--- config.mk ---
export PLATFORM = sky130hd
export DESIGN_NAME = mix_columns_engine
export DESIGN_NICKNAME = d
export VERILOG_FILES = /design/src/rtl/mix_pkg.sv /design/src/rtl/mix_column2.sv /design/src/rtl/mix_columns_engine.sv
export SDC_FILE = /design/constraint.sdc
export NUM_CORES = 1
export LEC_CHECK = 0
export CELL_PAD_IN_SITES_DETAIL_PLACEMENT = 1
export CELL_PAD_IN_SITES_GLOBAL_PLACEMENT = 1
export CORE_ASPECT_RATIO = 0.6
export CORE_UTILIZATION = 50
export CTS_BUF_LIST = sky130_fd_sc_hd__clkbuf_16
export DETAILED_ROUTE_END_ITERATION = 10
export DONT_BUFFER_PORTS = 1
export HOLD_SLACK_MARGIN = 0.12
export PLACE_DENSITY_LB_ADDON = 0.1
export SLEW_MARGIN = 30
export SYNTH_ARGS = -nofsm -noshare
export SYNTH_HDL_FRONTEND = slang
export SYNTH_SLANG_ARGS = --single-unit
--- constraint.sdc ---
create_clock -name clk -period 9.1 [get_ports clk]
set_input_delay 0.91 -clock clk [delete_from_list [all_inputs] [get_ports clk]]
set_output_delay 0.91 -clock clk [all_outputs]
set_load 0.02 [all_outputs]
--- src/rtl/mix_pkg.sv ---
`default_nettype none
// +------------------------------------------------------------------+
// | mix_pkg : GF(2^8) constants, mode encodings, FSM states, helpers |
// | Rev 1.0 : initial release                                        |
// +------------------------------------------------------------------+
package mix_pkg;

    localparam logic [7:0] GF_POLY  = 8'h1B;
    localparam logic       MODE_FWD = 1'b0;
    localparam logic       MODE_INV = 1'b1;

    typedef enum logic [1:0] {
        ST_IDLE = 2'd0,
        ST_BUSY = 2'd1,
        ST_DONE = 2'd2
    } state_t;

    function automatic logic [7:0] xtime(input logic [7:0] v);
        return {v[6:0], 1'b0} ^ (v[7] ? GF_POLY : 8'h00);
    endfunction

    function automatic logic [7:0] mul3(input logic [7:0] v);
        return xtime(v) ^ v;
    endfunction

endpackage
`default_nettype wire

--- src/rtl/mix_column2.sv ---
`default_nettype none
// +------------------------------------------------------------------+
// | mix_column2 : combinational 2-byte column mix, forward/inverse   |
// | Rev 1.0 : initial release                                        |
// +------------------------------------------------------------------+
module mix_column2
    import mix_pkg::*;
(
    input  logic [7:0] a,
    input  logic [7:0] b,
    input  logic       mode,
    output logic [7:0] a_out,
    output logic [7:0] b_out
);

    // Forward matrix [[2,3],[1,1]]; its GF(2^8) inverse is [[1,3],[1,2]].
    always_comb begin
        a_out = xtime(a) ^ mul3(b);
        b_out = a ^ b;
        if (mode == MODE_INV) begin
            a_out = a ^ mul3(b);
            b_out = a ^ xtime(b);
        end
    end

endmodule
`default_nettype wire

--- src/rtl/mix_columns_engine.sv ---
`default_nettype none
// +------------------------------------------------------------------+
// | mix_columns_engine : multi-cycle 2-row MixColumns with handshake |
// | Rev 1.0 : initial release                                        |
// +------------------------------------------------------------------+
module mix_columns_engine
    import mix_pkg::*;
#(
    parameter int NCOL  = 4,
    parameter int LANES = 1
)(
    input  logic                 clk,
    input  logic                 rst,
    input  logic [16*NCOL-1:0]   in_data,
    input  logic                 in_mode,
    input  logic                 in_valid,
    output logic                 in_ready,
    output logic [16*NCOL-1:0]   out_data,
    output logic                 out_valid,
    input  logic                 out_ready,
    output logic                 busy
);

    localparam int              C_CW   = $clog2(NCOL) + 1;
    localparam int              C_W    = 16 * NCOL;
    localparam logic [C_CW-1:0] C_LAST = C_CW'(NCOL - LANES);
    localparam logic [C_CW-1:0] C_STEP = C_CW'(LANES);

    generate
        if ((LANES < 1) || (NCOL % LANES != 0)) begin : g_bad_cfg
            $error("mix_columns_engine: NCOL must be a multiple of LANES");
        end
    endgenerate

    state_t               r_state_q, w_state_d;
    logic [C_W-1:0]       r_blk_q,   w_blk_d;
    logic [C_W-1:0]       r_res_q,   w_res_d;
    logic                 r_mode_q,  w_mode_d;
    logic [C_CW-1:0]      r_cnt_q,   w_cnt_d;

    logic [LANES-1:0][7:0] w_a_in, w_b_in, w_a_out, w_b_out;

    // Counter only ever holds multiples of LANES up to C_LAST, so the
    // lane windows below always stay inside the block.
    always_comb begin
        for (int l = 0; l < LANES; l++) begin
            w_a_in[l] = r_blk_q[8*(int'(r_cnt_q) + l) +: 8];
            w_b_in[l] = r_blk_q[8*(NCOL + int'(r_cnt_q) + l) +: 8];
        end
    end

    generate
        for (genvar g = 0; g < LANES; g++) begin : g_lane
            mix_column2 u_mix (
                .a     (w_a_in[g]),
                .b     (w_b_in[g]),
                .mode  (r_mode_q),
                .a_out (w_a_out[g]),
                .b_out (w_b_out[g])
            );
        end
    endgenerate

    always_comb begin
        w_state_d = r_state_q;
        w_blk_d   = r_blk_q;
        w_res_d   = r_res_q;
        w_mode_d  = r_mode_q;
        w_cnt_d   = r_cnt_q;
        case (r_state_q)
            ST_IDLE: begin
                if (in_valid) begin
                    w_blk_d   = in_data;
                    w_mode_d  = in_mode;
                    w_cnt_d   = '0;
                    w_state_d = ST_BUSY;
                end
            end
            ST_BUSY: begin
                for (int l = 0; l < LANES; l++) begin
                    w_res_d[8*(int'(r_cnt_q) + l) +: 8]        = w_a_out[l];
                    w_res_d[8*(NCOL + int'(r_cnt_q) + l) +: 8] = w_b_out[l];
                end
                // Counter parks on the last window instead of wrapping.
                if (r_cnt_q == C_LAST) begin
                    w_state_d = ST_DONE;
                end else begin
                    w_cnt_d = r_cnt_q + C_STEP;
                end
            end
            ST_DONE: begin
                if (out_ready) begin
                    w_state_d = ST_IDLE;
                end
            end
            default: w_state_d = ST_IDLE;
        endcase
    end

    always_ff @(posedge clk) begin
        if (rst) begin
            r_state_q <= ST_IDLE;
            r_blk_q   <= '0;
            r_res_q   <= '0;
            r_mode_q  <= MODE_FWD;
            r_cnt_q   <= '0;
        end else begin
            r_state_q <= w_state_d;
            r_blk_q   <= w_blk_d;
            r_res_q   <= w_res_d;
            r_mode_q  <= w_mode_d;
            r_cnt_q   <= w_cnt_d;
        end
    end

    assign in_ready  = (r_state_q == ST_IDLE);
    assign out_valid = (r_state_q == ST_DONE);
    assign busy      = (r_state_q != ST_IDLE);
    assign out_data  = r_res_q;

endmodule
`default_nettype wire

==> results of run 1 <==
layout by cell type (no fill, tap or decap), types with 14 or more instances in the layout:
cell type	count
mux4_2	14
dfxtp_1	133
a31oi_1	22
nand2_1	171
o21ai_0	43
mux2i_1	15
clkbuf_16	17
nor2_1	62
a22oi_1	17
inv_1	19
nor3_1	33
nand3_1	35
a21oi_1	116
worst paths after layout:
check	slack, ns	cells after the start	endpoint	start
setup reg to reg	5.27	8	out_data[34]	r_cnt_q[2]
setup / recovery	5.27	8	out_data[34]	r_cnt_q[2]
hold reg to reg	0.46	2	r_blk_q[6]	r_blk_q[6]
hold / removal	0.46	2	r_blk_q[6]	r_blk_q[6]
per-layer routing:
layer	routed length [um]	share of wire (%)	GRT usage [%]
met1	11700	45	50.9
met2	11200	43	54.5
met3	2920	11	11.0
met4	443	1.7	11.9
met5	0	0	0
stage by stage:
stage          hold slack, ns  utilization (%)
2_1_floorplan           0.431                -
3_3_place_gp            0.439             51.7
3_5_place_dp            0.449             51.7
4_1_cts                 0.453             56.1
5_1_grt                 0.470             56.2
6_report                0.457             56.2
registers in the layout, indices dropped and copies added (netlist names):
name,cells
r_mode_q,1
r_blk_q,64
r_state_q,2
out_data,64
r_cnt_q,3
cells by family (layout without fill, tap and decap cells):
family,after synthesis,after routing,share of synthesized area (%)
buf+inv,82,60,4.90
simple gates,364,364,23.6
fa+ha+maj,6,6,1.06
compound gates,261,261,23.0
flops,134,134,37.9
xor+xnor,17,17,2.81
other cells,0,1,0
mux,30,30,6.74
power by group through the flow:
| stage | Combinational, mW | Clock [mW] | Sequential (mW) |
|---|---|---|---|
| 3_3_place_gp | 0.244 | 0 | 0.656 |
| 2_1_floorplan | 0.194 | 0 | 0.647 |
| 6_report | 0.269 | 0.720 | 0.646 |
| 4_1_cts | 0.258 | 0.723 | 0.645 |
| 5_1_grt | 0.284 | 0.749 | 0.648 |
| 3_5_place_dp | 0.254 | 0 | 0.658 |
worst max-delay path, stage by stage, from the launching register on:
cell	delay (ns)
dfxtp_1	0.35
clkinv_1	0.60
ha_1	0.60
or3b_2	0.60
nor3_1	0.62
or3_1	0.36
nor2_1	0.18
a222oi_1	0.31
nor2_1	0.08
final cells by class:
type | instances | area share, %
Multi-Input combinational cell | 678 | 52.6
Sequential cell | 134 | 34.7
Clock buffer | 17 | 5.51
Tap cell | 192 | 3.11
Clock inverter | 15 | 2.30
Inverter | 20 | 0.972
Timing Repair Buffer | 8 | 0.777
Antenna cell | 1 | 0.0324
==> run_results.csv, run 1 <==
group,metric,value,unit
power,pwr-share-comb,16.5,%
logic_synthesis,synth-seq-cells,134,
logic_synthesis,synth_edf_count,0,
logic_synthesis,synth_largest_area_cell,"dfxtp_1",
clock_network,h-tree-depth,4,
die,ios,136,
drt,wire_per_inst,24.7,um
critical_path,critPathKind,"reg -> reg",
power,power.internal,1.13,mW
grt,grt_pass1_vias,6975,
grt,grt_use_total,36.8,%
logic_synthesis,synth_fp_nets,969,
clock_network,ctsResizeCount,0,
logic_synthesis,yosysSeqAreaShare,37.9,%
logic_synthesis,synthesis.area,0.00707,mm^2
sta,min_period,3.83,ns
power,clockPowerShare,44.0,%
power,total_power,1.63,mW
logic_synthesis,yosysTopAreaCellShare,37.9,%
drt,via_count,7146,
sta,finalHoldViolCount,0,
placement,port_buffers,0,
logic_synthesis,yosys.cell_types.count,74,
logic_synthesis,netlist_top_cells_count,"nand2_1, dfxtp_1, a21oi_1, nor2_1, o21ai_0",
die,fp-row-count,33,
logic_synthesis,synthCells,894,
clock_network,cts_buffer_depth,2,
grt,overflow,0,
drt,first_pass_iters,5,
die,start_util,51.5,%
sta,finalCritPeriodShare,42.1,%
sta,setup_viol,0,
clock_network,path_clk_slew,0.06,ns
sta,drv_slew,0,
sta,finalClockSkew,0.0132,ns
placement,dp_slack,5.55,ns
clock_network,post-cts-setup-buffers,0,
layout,nets,934,
drt,drc_errors,0,
clock_network,cts_tree,"yes",
sta,layout_setup_ws,5.27,ns
run,maxCapViolations,0,
die,fp.dieH,94.1,um
placement,place_congestion,0.927,
grt,grt_pass1_wl,40.3,mm
sta,slew_headroom,34.4,%
power,p_per_area,212,mW/mm^2
critical_path,path_max_fanout,21,
layout,area.sequential,0.00268,mm^2
power,vdd.ir_drop.worst,0.116,mV
die,dieArea,0.0146,mm^2
layout,drive_gt1_share,8.03,%
critical_path,cp-start-kind,"flip-flop",
clock_network,clk_latency,0.43,ns
logic_synthesis,synthTopCellsByArea,"dfxtp_1, nand2_1, a21oi_1, mux4_2, nor2_1",
power,swShare,30.9,%
placement,hpwlAfterDp,18.4,mm
power,p_sw,0.504,mW
sta,fmax,0.261,GHz
layout,syn_to_final_growth,9.21,%
clock_network,cts-root-buf,"clkbuf_16",
sta,rsz0062_at_grt,"no",
sta,worstMarginPinSlew,0.980,ns
logic_synthesis,synthArstFlopShare,0,%
power,p_seq_share,39.5,%
placement,dp.cells,1032,
logic_synthesis,yosysMostFrequentCell,"nand2_1",
clock_network,clkSinkCount,134,
sta,fin_tns_setup,0,ns
logic_synthesis,synth_ff_type,"dfxtp_1",
layout,layout.cells.non_filler,1065,
drt,drt_iter0_markers,824,
logic_synthesis,syn_avg_cell_area,7.91,um^2
layout,multi_input_area,0.00406,mm^2
grt,grt_antenna_before_repair,1,
drt,ant_nets,0,
worst_hold_path,hold_class,"reg -> reg",
placement,postPlaceCellArea,0.00711,mm^2
grt,grt_max_degree,128,
drt,wl,26.3,mm
power,p_leak,2.59,nW
critical_path,critPathCaptureType,"flip-flop",
layout,fillers,1668,
die,die_x,156,um
critical_path,worstPathRequired,9.41,ns
layout,final_cell_area,0.00773,mm^2
clock_network,cts_buffers,17,
logic_synthesis,yosys_warnings,0,
critical_path,critPathArrivalTime,4.14,ns
clock_network,hold_buffers,0,
outcome,status,"complete, no violations",
drt,via_per_inst,6.71,
die,coreArea,0.0137,mm^2
(Power assumes the default switching activity.)
==> run 2, diff against run 1 <==
Settings changed: ABC_AREA set to 1, CORE_UTILIZATION 50 to 40.
Clock period 9.1 ns to 3.4 ns, I/O delays scaled along.
==> run 2 against run 1 <==
The flow now finishes with violations (DRC); clock power grew to 2.7 times the previous value; synthesized area is 7.2% higher; setup slack worse by 4.8 ns; utilization is 8.0 points lower; final cell count is 35% higher; sequential share of layout area is 4.3 points lower; critical endpoint is now out_data[47]; highest routed layer unchanged.
==> run_results.csv, run 2 <==
group,metric,value,unit
placement,postPlaceCellArea,0.00771,mm^2
logic_synthesis,yosysSeqAreaShare,35.4,%
drt,first_pass_iters,8,
placement,port_buffers,0,
run,maxCapViolations,0,
placement,hpwlAfterDp,18.1,mm
clock_network,cts_buffers,17,
layout,fillers,2418,
outcome,violations,"DRC",
drt,drc_errors,10,
sta,drv_slew,0,
layout,drive_gt1_share,9.19,%
critical_path,critPathKind,"reg -> reg",
critical_path,critPathCaptureType,"flip-flop",
logic_synthesis,synthArstFlopShare,0,%
sta,finalHoldViolCount,0,
logic_synthesis,synthCells,1166,
clock_network,path_clk_slew,0.06,ns
layout,nets,1259,
worst_hold_path,hold_class,"in -> reg",
power,p_per_area,606,mW/mm^2
logic_synthesis,synth_fp_nets,1241,
drt,wl,25.9,mm
critical_path,cp-start-kind,"flip-flop",
clock_network,clkSinkCount,134,
logic_synthesis,synthTopCellsByArea,"dfxtp_1, nand2_1, o21ai_0, nor2_1, nand3_1",
drt,via_per_inst,5.42,
die,fp.dieH,109,um
layout,syn_to_final_growth,16.3,%
logic_synthesis,synth_largest_area_cell,"dfxtp_1",
logic_synthesis,yosys.cell_types.count,39,
die,dieArea,0.0195,mm^2
sta,fmax,0.343,GHz
drt,drt_iter0_markers,603,
sta,min_period,2.92,ns
power,p_leak,3.96,nW
layout,layout_common_cells,"nand2_1, o21ai_0, dfxtp_1, nor2_1, inv_1",
drt,wire_per_inst,18.0,um
logic_synthesis,syn_avg_cell_area,6.50,um^2
grt,grt_max_degree,119,
sta,setup_viol,0,
drt,via_count,7783,
grt,overflow,0,
grt,grt_antenna_before_repair,0,
clock_network,cts-root-buf,"clkbuf_16",
sta,finalCritPeriodShare,85.8,%
grt,grt_pass1_wl,41.8,mm
logic_synthesis,synth-seq-cells,134,
clock_network,cts_tree,"yes",
layout,layout_commonest_cell,"nand2_1",
die,die_x,180,um
die,coreArea,0.0183,mm^2
power,vdd.ir_drop.worst,0.414,mV
sta,worstMarginPinSlew,0.766,ns
die,fp-row-count,38,
clock_network,cts_buffer_depth,2,
logic_synthesis,netlist_top_cells_count,"nand2_1, o21ai_0, dfxtp_1, nor2_1, inv_1",
critical_path,worstPathRequired,3.72,ns
logic_synthesis,synth_edf_count,0,
sta,rsz0062_at_grt,"no",
layout,area.sequential,0.00268,mm^2
grt,grt_use_total,27.5,%
die,start_util,41.4,%
die,ios,136,
outcome,status,"complete, but fails checks",
layout,n_antenna_cell,0,
sta,finalClockSkew,0.00797,ns
sta,slew_headroom,48.9,%
logic_synthesis,yosys_warnings,0,
logic_synthesis,synthesis.area,0.00758,mm^2
drt,ant_nets,0,
critical_path,critPathArrivalTime,3.24,ns
placement,place_congestion,0.841,
layout,multi_input_area,0.00410,mm^2
logic_synthesis,yosysTopAreaCellShare,35.4,%
logic_synthesis,synth_ff_type,"dfxtp_1",
clock_network,h-tree-depth,4,
critical_path,path_max_fanout,16,
sta,fin_tns_setup,0,ns
grt,grt_pass1_vias,7650,
clock_network,clk_latency,0.44,ns
logic_synthesis,yosysMostFrequentCell,"nand2_1",
layout,final_cell_area,0.00881,mm^2
run 2: report_power, final:
part	switching, mW	internal [mW]	total [mW]
combinational	1.14	0.445	1.58
clock	0.739	1.22	1.95
sequential	0.113	1.69	1.81
total	1.99	3.35	5.34
run 2: per-stage QoR:
| step | hold slack (ns) | instances | setup slack [ns] | total power [mW] | util, % |
|---|---|---|---|---|---|
| 2_1_floorplan | 0.429 | 1166 | 0.550 | 2.90 | - |
| 5_1_grt | 0.140 | 1437 | 0.166 | 5.64 | 48.2 |
| 3_3_place_gp | 0.412 | 1356 | 0.667 | 3.31 | 42.1 |
| 3_5_place_dp | 0.415 | 1356 | 0.513 | 3.34 | 42.1 |
| 6_report | 0.124 | 1437 | 0.483 | 5.34 | 48.2 |
| 4_1_cts | 0.122 | 1437 | 0.474 | 5.35 | 48.2 |
run 2: what timing repair did:
item	4_1_cts	5_1_grt
hold buffers	49	0
setup buffers	0	0
resized for setup	0	0
hold endpoints to repair	63	0
run 2: kinds of logic after synthesis:
logic type	Yosys count	synth area share, %
AOI/OAI and AO/OA	270	19.3
DFF	134	35.4
buffers and inverters	188	10.6
and+or+nand+nor	560	32.6
adders and majority gates	6	0.990
xor gates and xnor gates	8	1.12
run 2: per-layer routing:
metal | global-route usage (%) | part of all wire [%] | vias up
met5 | 0 | 0 | -
met4 | 7.08 | 0.84 | 0
met3 | 8.08 | 7.4 | 17
met2 | 38.9 | 39 | 210
met1 | 40.2 | 52 | 3682
li1 | - | - | 3874
run 2: final timing paths:
kind / start / to / slack [ns] / cells past startpoint
setup / recovery: r_cnt_q[1] / out_data[47] / 0.48 / 11
hold reg to reg: r_blk_q[23] / r_blk_q[23] / 0.46 / 2
hold / removal: in_data[56] / r_blk_q[56] / 0.12 / 2
setup reg to reg: r_cnt_q[1] / out_data[47] / 0.48 / 11
run 2: cell type report:
cell class | count | share of cell area [%]
clock buffer | 17 | 4.83
clock inverter | 15 | 2.13
inverter | 117 | 5.04
multi-input combinational | 844 | 46.5
sequential | 134 | 30.4
tap | 240 | 3.41
timing repair buffer | 70 | 7.64
run 2: critical path, stage by stage, from the launching register on:
cell     delay (ns)
dfxtp_1        0.64
inv_2          0.07
ha_1           0.43
inv_1          0.18
nor2_1         0.14
inv_1          0.07
nor2_2         0.22
inv_2          0.12
a21oi_2        0.53
o21ai_0        0.23
inv_1          0.10
a21oi_1        0.06
==> run 3, diff against run 2 <==
Settings changed: CORE_ASPECT_RATIO 0.6 to 0.8, CORE_UTILIZATION 40 to 48, SKIP_CTS_REPAIR_TIMING set to 1.
Clock period 3.4 ns to 3.65 ns, I/O delays scaled along.
==> run 3 against run 2 <==
The run now ends clean; die area down 17%; critical path depth rose by 2; sequential power decreased by 7%; clock-buffer cell count did not move; cell area fell by 6.1%; utilization rose by 6.2 points; fmax about the same; clock skew is 0.0039 ns lower; setup slack gained 0.25 ns; combinational power is 10% lower; final cell count is 5.2% lower; critical path type unchanged; largest cell class unchanged.
==> run_results.csv, run 3 (synthesis gave the netlist of run 2 again) <==
group,metric,value,unit
sta,finalHoldViolCount,0,
critical_path,r2r_slack,0.73,ns
critical_path,reg2reg_depth,13,
critical_path,slowest_stage,"nor2_1",
critical_path,cp-start-kind,"flip-flop",
power,vdd.ir_drop.worst,0.373,mV
worst_hold_path,hold_class,"in -> reg",
sta,worstMarginPinSlew,0.716,ns
worst_hold_path,holdPathStages,3,
critical_path,worstPathCellList,"buf_4 > nor3_1 > ha_1 > inv_1 > nor2_1 > inv_1 > nor3_1 > a31oi_1 > nor2_1 > inv_2 > a21oi_1 > nand2_1 > a21oi_1",
sta,layout_setup_ws,0.734,ns
critical_path,path_max_fanout,31,
grt,grt_pass1_vias,7565,
sta,drv_slew,0,
placement,hpwlAfterDp,16.8,mm
die,dieArea,0.0163,mm^2
critical_path,cp_top_family,"simple AND/OR/NAND/NOR gates",
sta,finalClockSkew,0.00408,ns
grt,grt_pass1_wl,39.5,mm
die,die_x,143,um
sta,setup_viol,0,
sta,slew_headroom,52.2,%
grt,grt_use_total,31.5,%
die,coreArea,0.0152,mm^2
placement,place_congestion,0.894,
worst_hold_path,holdPathEnd,"out_data[6]",
drt,ant_nets,0,
drt,wire_per_inst,18.3,um
clock_network,h-tree-depth,4,
outcome,status,"complete, no violations",
clock_network,cts_buffers,17,
sta,fin_tns_setup,0,ns
critical_path,worstSetupPathDepth,13,
power,p_per_area,585,mW/mm^2
layout,layout_common_cells,"nand2_1, o21ai_0, dfxtp_1, nor2_1, inv_1",
critical_path,max_stage_delay,0.41,ns
layout,final_cell_area,0.00828,mm^2
die,start_util,49.8,%
drt,drt_iter0_markers,582,
critical_path,timing.rr.start,"r_cnt_q[0]",
clock_network,clk_latency,0.44,ns
critical_path,crit_buf_inv,4,
layout,nets,1214,
placement,port_buffers,0,
sta,fmax,0.343,GHz
clock_network,path_clk_slew,0.06,ns
layout,n_antenna_cell,0,
sta,finalCritPeriodShare,79.9,%
die,ios,136,
critical_path,critPathCaptureType,"flip-flop",
critical_path,critPathKind,"reg -> reg",
layout,syn_to_final_growth,9.18,%
layout,fillers,2074,
drt,first_pass_iters,8,
power,p_leak,3.74,nW
sta,rsz0062_at_grt,"no",
worst_hold_path,hp-start,"rst",
drt,via_count,7811,
die,fp-row-count,40,
placement,dp_slack,0.872,ns
drt,wl,24.9,mm
grt,overflow,0,
critical_path,worstPathRequired,4.02,ns
clock_network,clkSinkCount,134,
critical_path,critPathArrivalTime,3.28,ns
run,maxCapViolations,0,
layout,drive_gt1_share,9.46,%
placement,postPlaceCellArea,0.00764,mm^2
die,fp.dieH,114,um
power,total_power,4.84,mW
clock_network,cts_buffer_depth,2,
grt,grt_max_degree,89,
clock_network,cts_tree,"yes",
critical_path,timing.rr.end,"out_data[32]",
drt,via_per_inst,5.73,
layout,layout_commonest_cell,"nand2_1",
clock_network,cts-root-buf,"clkbuf_16",
sta,min_period,2.92,ns
drt,drc_errors,0,
grt,grt_antenna_before_repair,0,
==> run 3: cell types whose count changed in the layout (fill, tap and decap cells not counted) <==
cell / previous run / this run
clkinv_4: 2 / 3
inv_4: 0 / 1
inv_6: 1 / 4
dlygate4sd3_1: 49 / 6
buf_12: 2 / 0
clkinv_1: 3 / 2
clkinv_2: 4 / 1
bufinv_16: 4 / 2
clkinvlp_4: 3 / 4
==> run 3: worst max-delay path by stage <==
stage	to	from
after floorplan	out_data[32]	r_cnt_q[0]
after global placement	out_data[32]	r_cnt_q[0]
after detailed placement	out_data[35]	r_cnt_q[0]
after CTS	out_data[32]	r_cnt_q[0]
after global routing	out_data[32]	r_cnt_q[0]
final	out_data[32]	r_cnt_q[0]
==> run 3: where the power goes <==
part	switching, mW	total (mW)	internal (mW)
combinational	1.05	1.42	0.368
clock	0.727	1.73	1.01
sequential	0.108	1.68	1.58
total	1.89	4.84	2.95
==> run 3: through the flow <==
step                      hold WS [ns]  std cells  util [%]
after global placement           0.436       1324      50.2
after floorplan                  0.429       1166         -
after CTS                      -0.0151       1356      54.0
final                           0.0828       1362      54.4
after detailed placement         0.439       1324      50.2
after global routing             0.122       1362      54.4
==> run 3: area by class of cell <==
cell class                 count  area, um^2  area share, %
multi-input combinational    844        4100           49.5
tap                          210         263           3.17
inverter                     117         447           5.40
timing repair buffer          25         203           2.45
sequential                   134        2680           32.4
clock inverter                15         155           1.87
clock buffer                  17         425           5.14
==> run 3: routing by layer <==
| layer | track usage, % | routed length [um] |
|---|---|---|
| met5 | 0 | 0 |
| met3 | 9.45 | 1990 |
| met4 | 9.96 | 468 |
| met2 | 48.3 | 10800 |
| met1 | 42.4 | 11600 |
==> run 3: worst register-to-register path, stage by stage (launching register included) <==
cell     delay [ns]
dfxtp_2        0.38
buf_4          0.36
nor3_1         0.13
ha_1           0.31
inv_1          0.04
nor2_1         0.08
inv_1          0.12
nor3_1         0.38
a31oi_1        0.08
nor2_1         0.41
inv_2          0.19
a21oi_1        0.16
nand2_1        0.08
a21oi_1        0.12
